File: config.mk
export PLATFORM = sky130hd
export DESIGN_NAME = imem_loader
export DESIGN_NICKNAME = d
export VERILOG_FILES = /design/src/rtl/mips_loader_pkg.sv /design/src/rtl/loader_word_assembler.sv /design/src/rtl/imem_loader.sv
export SDC_FILE = /design/constraint.sdc
export NUM_CORES = 1
export LEC_CHECK = 0
export CORE_ASPECT_RATIO = 1.75
export CORE_MARGIN = 3
export CORE_UTILIZATION = 30
export CTS_CLUSTER_DIAMETER = 150
export CTS_CLUSTER_SIZE = 16
export DETAILED_ROUTE_END_ITERATION = 16
export PLACE_DENSITY = 0.58
export SYNTH_ARGS = -nofsm -noshare
export SYNTH_HDL_FRONTEND = slang
export SYNTH_SLANG_ARGS = --single-unit
File: constraint.sdc
create_clock -name clk -period 13.9 [get_ports clk]
set_input_delay 2.085 -clock clk [delete_from_list [all_inputs] [get_ports clk]]
set_output_delay 2.085 -clock clk [all_outputs]
set_load 0.05 [all_outputs]
File: src/rtl/mips_loader_pkg.sv
// Shared constants and FSM state type for the instruction-memory loader.
// LOADER_CHECKSUM_EN adds the CHECK state for frames with a trailing checksum byte.
package mips_loader_pkg;

    localparam logic [7:0] MAGIC_BYTE = 8'hA5;
    localparam int         LEN_W      = 16;

    typedef enum logic [2:0] {
        S_IDLE   = 3'd0,
        S_LEN_HI = 3'd1,
        S_LEN_LO = 3'd2,
        S_DATA   = 3'd3,
        S_DONE   = 3'd4,
        S_ERR    = 3'd5
`ifdef LOADER_CHECKSUM_EN
        ,
        S_CHECK  = 3'd6
`endif
    } loader_state_t;

    // Number of payload bytes carried by a frame of n words.
    function automatic logic [LEN_W+1:0] frame_bytes(input logic [LEN_W-1:0] n);
        return {n, 2'b00};
    endfunction

endpackage

File: src/rtl/loader_word_assembler.sv
// Shifts incoming bytes MSB-first into a 32-bit word and emits a registered
// one-cycle word_valid strobe the cycle after the fourth byte arrives.
module loader_word_assembler (
    input  logic        clk,
    input  logic        rst,
    input  logic [7:0]  data_byte,
    input  logic        strobe,
    input  logic        clear,
    output logic [31:0] word,
    output logic        word_valid
);

    logic [23:0] shift;
    logic [1:0]  byte_cnt;

    // A clear only drops the partial word; a write already registered still goes out.
    always_ff @(posedge clk or posedge rst) begin
        if (rst) begin
            shift      <= '0;
            byte_cnt   <= '0;
            word       <= '0;
            word_valid <= 1'b0;
        end else begin
            word_valid <= 1'b0;
            if (clear) begin
                shift    <= '0;
                byte_cnt <= '0;
            end else if (strobe) begin
                shift    <= {shift[15:0], data_byte};
                byte_cnt <= byte_cnt + 2'd1;
                if (byte_cnt == 2'd3) begin
                    word       <= {shift, data_byte};
                    word_valid <= 1'b1;
                end
            end
        end
    end

endmodule

File: src/rtl/imem_loader.sv
// Instruction-memory loader: parses A5/LEN_HI/LEN_LO/data frames and writes big-endian words.
// Define LOADER_CHECKSUM_EN to require a trailing XOR checksum byte per frame.
module imem_loader
    import mips_loader_pkg::*;
#(
    parameter logic [31:0] BASE_ADDR = 32'h0000_0000,
    parameter int          MAX_WORDS = 256,
    parameter int          ADDR_W    = 32
) (
    input  logic              clk,
    input  logic              rst,
    input  logic              in_valid,
    input  logic [7:0]        in_data,
    output logic              in_ready,
    output logic              imem_we,
    output logic [ADDR_W-1:0] imem_addr,
    output logic [31:0]       imem_wdata,
    output logic              cpu_rst,
    output logic              load_done,
    output logic              load_error,
    output logic [15:0]       words_loaded
);

    localparam logic [ADDR_W-1:0] BASE  = ADDR_W'(BASE_ADDR);
    localparam logic [31:0]       MAX_U = 32'(MAX_WORDS);
    localparam int                CNT_W = LEN_W + 2;

    loader_state_t    state;
    logic [7:0]       len_hi;
    logic [LEN_W-1:0] len_full;
    logic [CNT_W-1:0] bytes_left;
    logic             fire;
    logic             is_magic;
    logic             asm_strobe;
    logic             asm_clear;
    logic             word_valid;
    logic [31:0]      word;
`ifdef LOADER_CHECKSUM_EN
    logic [7:0]       csum;
`endif

    assign fire       = in_valid && in_ready;
    assign is_magic   = (in_data == MAGIC_BYTE);
    assign len_full   = {len_hi, in_data};
    assign asm_strobe = fire && (state == S_DATA);
    assign asm_clear  = fire && (state != S_DATA);
    assign imem_we    = word_valid;
    assign imem_wdata = word;

    loader_word_assembler u_asm (
        .clk        (clk),
        .rst        (rst),
        .data_byte  (in_data),
        .strobe     (asm_strobe),
        .clear      (asm_clear),
        .word       (word),
        .word_valid (word_valid)
    );

    // imem_addr always points at the next word slot; it advances at the end of each write cycle.
    always_ff @(posedge clk or posedge rst) begin
        if (rst) begin
            state        <= S_IDLE;
            in_ready     <= 1'b1;
            imem_addr    <= BASE;
            cpu_rst      <= 1'b0;
            load_done    <= 1'b0;
            load_error   <= 1'b0;
            words_loaded <= '0;
            len_hi       <= '0;
            bytes_left   <= '0;
`ifdef LOADER_CHECKSUM_EN
            csum         <= '0;
`endif
        end else begin
            load_done <= 1'b0;
            if (imem_we) begin
                imem_addr    <= imem_addr + ADDR_W'(4);
                words_loaded <= words_loaded + 16'd1;
            end
            case (state)
                S_IDLE, S_ERR: begin
                    if (fire && is_magic) begin
                        state        <= S_LEN_HI;
                        cpu_rst      <= 1'b1;
                        load_error   <= 1'b0;
                        words_loaded <= '0;
                        imem_addr    <= BASE;
                    end
                end
                S_LEN_HI: begin
                    if (fire) begin
                        len_hi <= in_data;
`ifdef LOADER_CHECKSUM_EN
                        csum   <= in_data;
`endif
                        state  <= S_LEN_LO;
                    end
                end
                S_LEN_LO: begin
                    if (fire) begin
`ifdef LOADER_CHECKSUM_EN
                        csum <= csum ^ in_data;
`endif
                        if (len_full == '0) begin
`ifdef LOADER_CHECKSUM_EN
                            state     <= S_CHECK;
`else
                            state     <= S_DONE;
                            load_done <= 1'b1;
                            in_ready  <= 1'b0;
`endif
                        end else if ({{(32-LEN_W){1'b0}}, len_full} > MAX_U) begin
                            state      <= S_ERR;
                            load_error <= 1'b1;
                        end else begin
                            state      <= S_DATA;
                            bytes_left <= frame_bytes(len_full);
                        end
                    end
                end
                S_DATA: begin
                    if (fire) begin
                        bytes_left <= bytes_left - CNT_W'(1);
`ifdef LOADER_CHECKSUM_EN
                        csum       <= csum ^ in_data;
`endif
                        if (bytes_left == CNT_W'(1)) begin
`ifdef LOADER_CHECKSUM_EN
                            state     <= S_CHECK;
`else
                            state     <= S_DONE;
                            load_done <= 1'b1;
                            in_ready  <= 1'b0;
`endif
                        end
                    end
                end
`ifdef LOADER_CHECKSUM_EN
                S_CHECK: begin
                    if (fire) begin
                        if (in_data == csum) begin
                            state     <= S_DONE;
                            load_done <= 1'b1;
                            in_ready  <= 1'b0;
                        end else begin
                            state      <= S_ERR;
                            load_error <= 1'b1;
                        end
                    end
                end
`endif
                S_DONE: begin
                    state    <= S_IDLE;
                    cpu_rst  <= 1'b0;
                    in_ready <= 1'b1;
                end
                default: begin
                    state <= S_IDLE;
                end
            endcase
        end
    end

endmodule
* Word-level counts from Yosys, hierarchy flattened
Index checks and enable logic that the tools add are counted.
** Word-level totals
- Register bits after elaboration :: 140
- Output and inout port bits :: 85
** Operators by class
- Bitwise logic cells :: 1
- Order comparisons :: 1
- Add/subtract/negate cells :: 4
- Eq/ne operators :: 18
- Reductions and logical operators :: 19
- Mux-type cells :: 43
** Operator list (number)
- 32-bit two-way mux :: 3
- 18-bit two-way mux :: 4
- 16-bit two-way mux :: 3
- 24-bit two-way mux :: 2
- 18-bit case mux with 2 select lines :: 1
- 32-bit by 3-bit adder with 32-bit output, second input constant :: 1
- 3-bit two-way mux :: 7
- 5-bit AND reduction :: 4
- 18-bit by 1-bit == test with 1-bit output, second input constant :: 1
- 18-bit by 1-bit subtractor with 18-bit output, second input constant :: 1
- 16-bit by 1-bit adder with 16-bit output, second input constant :: 1
- 16-bit by 9-bit > comparator with 1-bit output, second input constant :: 1
- 16-bit logical NOT :: 1
- 1-bit two-way mux :: 16
- 2-bit inequality test, second input constant :: 8
- 3-bit case mux with 4 select lines :: 1
- 8-bit == test, second input constant :: 1
- 2-bit nonzero test :: 4
- 3-bit by 2-bit == test with 1-bit output, second input constant :: 2
- 3-bit == test, second input constant :: 2
- 1-bit case mux with 2 select lines :: 3
- 1-bit logical AND :: 4
- 2-bit two-way mux :: 2
- 2-bit AND reduction :: 2
- 11 further kinds :: 11

* Longest topological paths before layout
- Depth in word-level cells :: 5
- Gate-level depth with buffers :: 7

* Modules after synthesis
From an unflattened synthesis, not the netlist that was laid out.
** Second synthesis, totals
- Cells, all modules :: 616
- Area, all modules :: 6638.9 sq um
** By module, submodules not included
- imem_loader :: area an instance 4221.5 sq um, cells each 460, times used 1, seq. area each 1978.1 sq um
- loader_word_assembler :: area an instance 2417.3 sq um, cells each 156, times used 1, seq. area each 1476.4 sq um

* Least setup slack after synthesis
Ideal clock, no wire load.
- Path type :: input port to flip-flop
- From :: input in_data[6]
- To :: register imem_addr[11]
- Setup time :: 121 ps
- Stages :: 6
- Buffers on the path :: 2
- Arrival :: 3490 ps
- Data required time :: 13779 ps
- Path slack :: 10288 ps
- Path through :: or4_1 -> nor2_1 -> nor4b_2 -> buf_2 -> buf_2 -> nor2_1
** On the way
- Cells in the longest elaborated chain, start to end :: 4
** RTL lines
- start: declaration :: line imem_loader.sv:13 : input logic [7:0] in_data,
- 8-bit == test :: line imem_loader.sv:43 : assign is_magic = (in_data == MAGIC_BYTE);
- 1-bit logical AND :: line imem_loader.sv:83 : if (fire && is_magic) begin
- 32-bit two-way mux :: line imem_loader.sv:83
- 32-bit two-way mux :: line imem_loader.sv:81 : case (state)
- end signal: assignment :: line imem_loader.sv:78 : imem_addr <= imem_addr + ADDR_W'(4);
- end: declaration :: line imem_loader.sv:16 : output logic [ADDR_W-1:0] imem_addr,
No other way between the ends.
A chain may end at the register's enable or synchronous reset.

* Worst setup path after layout
- From :: input in_data[4]
- To :: register load_error
** On the way
- Cells in the longest elaborated chain, start to end :: 4
- Elaborated cells on any way between the ends :: 8
- Those cells by class :: order compare: 1; eq/ne: 4; reduce/logical: 3
** RTL lines
- branches (longest 3 deep; another with 16-bit by 9-bit > comparator with 1-bit output)
- 5-bit AND reduction (no line) *
- end signal: assignment :: line imem_loader.sv:68 : load_error <= 1'b0;
- end signal: assignment :: line imem_loader.sv:86 : load_error <= 1'b0;
- end signal: assignment :: line imem_loader.sv:115 : load_error <= 1'b1;
- end: declaration :: line imem_loader.sv:20 : output logic load_error,
Mark *: on every way between the ends.

==> flow_summary.json <==
{
  "status": "completed",
  "worst-path-stages": 6,
  "r2r-end": "bytes_left[3]$_DFFE_PP0P_",
  "drt-initial-drc-count": 344,
  "wl_mm": 15.0,
  "rsz0062_at_grt": "no",
  "p_switching_mw": 0.446,
  "async_reset_ff_frac": 1.00,
  "clock_sinks": 138,
  "drc": 0,
  "antenna_found_initial": 0,
  "total_power_mw": 1.36,
  "crit_slowest_cell": "or4_1",
  "cts_made_buffers": 17,
  "start_kind": "input port",
  "clkLatencyLatePin_ns": 0.41,
  "switching_share": 0.327,
  "busiest_layer": "met2",
  "ios": 96,
  "synth_edf_count": 0,
  "syn_avg_cell_area_um2": 10.4,
  "power.leakage_nw": 3.29,
  "seq_power_share": 0.397,
  "path_delay_family": "simple AND/OR/NAND/NOR gates",
  "syn_area_um2": 6390,
  "hold_path_depth": 2,
  "area_growth_pct": 28.0,
  "layout-drive-gt1-share": 0.130,
  "synth.distinct_cells": 61,
  "maxSlewHeadroom": 0.222,
  "io_buffers": 93,
  "tightest_slew_ns": 1.16,
  "grt_overflow": 0,
  "dp_cells": 938,
  "fin_skew_ns": 0.00601,
  "ir_worst_vdd_mv": 0.0818,
  "cts_tree": "built",
  "grt_pass1_wl_mm": 24.7,
  "cts_resized": 0,
  "cts_setup_buffers": 0,
  "p_per_area_nw_per_um2": 166,
  "layout.nets": 721,
  "grt_start_max_net_pins": 77,
  "fp.dieW_um": 116,
  "postRouteAntennaNets": 0,
  "num_vias": 4751,
  "layout_min_cycle_time_ns": 4.09,
  "synth.most_common_cell": "dfrtp_1",
  "combPwrFrac": 0.242,
  "max_stage_delay_ns": 0.60,
  "worstPathMaxFanout": 48,
  "cp.required_ns": 14.20,
  "hp-start": "u_asm.shift[20]$_DFFE_PP0P_",
  "core_area_um2": 20900,
  "cap_violations": 0,
  "start_util": 0.305,
  "slew_violations": 0,
  "hp-class": "flop to flop",
  "synth-compound-area-share": 0.0920,
  "pwr-share-clk": 0.361,
  "cts-hold-fix-buffers": 0,
  "setup_violations": 0,
  "dp_hpwl_mm": 10.7,
  "synth_simple_gate_area_frac": 0.193,
  "grt.total_usage": 0.136,
  "place.gp.congestion": 0.826,
  "first_pass_iters": 5,
  "netlist_instances": 617,
  "htree_levels": 4,
  "internal_power_mw": 0.915,
  "die-height_um": 199,
  "crit_chain": "clkdlybuf4s50_1 > or4_1 > nor2_1 > nor4b_4 > buf_4 > o21ba_1",
  "holdPathEnd": "u_asm.shift[20]$_DFFE_PP0P_",
  "setup_ws_ns": 9.81,
  "synth_common_cells": "137 x dfrtp_1, 86 x nand2_1, 63 x nor2_1",
  "critPathCaptureType": "flop",
  "via_per_inst": 4.91,
  "clk_path_buf_depth": 2,
  "stdcell_count": 968,
  "timing.fmax_ghz": 0.245,
  "dp_slack_ns": 9.34,
  "arrival_ns": 4.38,
  "synthMuxAreaShare": 0.0775,
  "path_buf_inv": 2,
  "diodes": 0,
  "die_area_um2": 23200,
  "avgRoutedWirePerCell_um": 15.5,
  "synth-xor-area-share": 0.0576,
  "synth_top_family_by_area": "simple AND/OR/NAND/NOR gates",
  "synth-main-ff-cell": "dfrtp_1",
  "rr_worst_depth": 5,
  "grt_pass1_vias": 4744,
  "r2r_slack_ns": 11.38,
  "finalCritPeriodShare": 0.294,
  "use_met1": 0.154,
  "synth_top_area_share": 0.537,
  "grtUsageMet2": 0.243,
  "grt_use_met3": 0.0273,
  "ys_seq_area_frac": 0.541,
  "r2r-start": "state[1]$_DFFE_PP0P_",
  "root_buffer": "clkbuf_16",
  "num_rows": 70,
  "ys_ff_latch": 138,
  "synthTopCellsByArea": "dfrtp_1 54%, mux2_2 7.0%, nand2_1 5.1%",
  "tns_ns": 0,
  "hold_viol": 0,
  "synth_adder_area_share": 0.00979,
  "path_class": "input port to flop",
  "yosys_warnings": 0,
  "synth_top_cell_by_area": "dfrtp_1",
  "clk_pin_slew_worst_paths_ns": 0.06
}
## power groups by stage
stage          Combinational, mW  Sequential [mW]  Clock (mW)
4_1_cts                    0.333            0.540       0.502
3_3_place_gp               0.329            0.546           0
2_1_floorplan              0.190            0.589           0
5_1_grt                    0.361            0.551       0.517
6_report                   0.329            0.540       0.491
3_5_place_dp               0.332            0.547           0
## flip-flops by register name (all words and copies together), names as in the netlist
register and cells:
load_error 1, len_hi 8, bytes_left 18, u_asm.shift 24
cpu_rst 1, in_ready 1, u_asm.word 32, load_done 1
imem_addr 30, u_asm.word_valid 1, words_loaded 16, state 3
u_asm.byte_cnt 2
## stage by stage
stage	hold WS, ns	area [µm²]	utilization
global placement	0.457	7540	0.360
floorplan	0.441	6390	-
detailed placement	0.466	7540	0.360
CTS	0.479	8180	0.391
global route	0.497	8180	0.391
finish	0.472	8180	0.391
## worst max-delay path by stage
stage	end	from
finish	load_error$_DFFE_PP0P_	in_data[4]
global route	len_hi[0]$_DFFE_PP0P_	in_valid
global placement	load_error$_DFFE_PP0P_	in_data[3]
floorplan	bytes_left[0]$_DFFE_PP0P_	rst
detailed placement	load_error$_DFFE_PP0P_	in_data[3]
CTS	load_error$_DFFE_PP0P_	in_data[3]
## tightest hold or removal path, cell delays in order, from the launching register on
cell and delay (ns):
dfrtp_1 0.34, nand2_1 0.04, o21ai_0 0.06
## kinds of logic (layout without fill, tap and decap cells)
group / after synthesis / after routing
flops: 138 / 138
xor+xnor: 42 / 42
other cells: 1 / 2
simple gates: 246 / 246
buf+inv: 38 / 136
compound gates: 103 / 103
fa+ha+maj: 5 / 5
mux: 44 / 44
## cell type report
cell class	instances	area, µm²
clock buffer	23	478
clock inverter	7	164
tap	252	315
inverter	9	38.8
multi-input combinational	442	2770
fill	2021	12800
sequential	138	3450
timing repair buffer	97	961
## layer usage
metal | vias to the layer above | wire length, µm | part of all wire
li1 | 2329 | - | -
met1 | 2282 | 5900 | 0.39
met2 | 112 | 8170 | 0.54
met3 | 28 | 534 | 0.036
met4 | 0 | 429 | 0.029
met5 | - | 0 | 0
## cell usage in the layout, fill, tap and decap left out, types with 16 or more instances in the layout
cell type / count
dfrtp_1: 137
nor2_1: 63
nand2_1: 85
clkdlybuf4s50_1: 93
mux2_2: 40
o21ai_0: 39
nand3_1: 16
a21oi_1: 27
xor2_1: 29
clkbuf_16: 17
No activity file was read; power rests on OpenSTA's default activity.
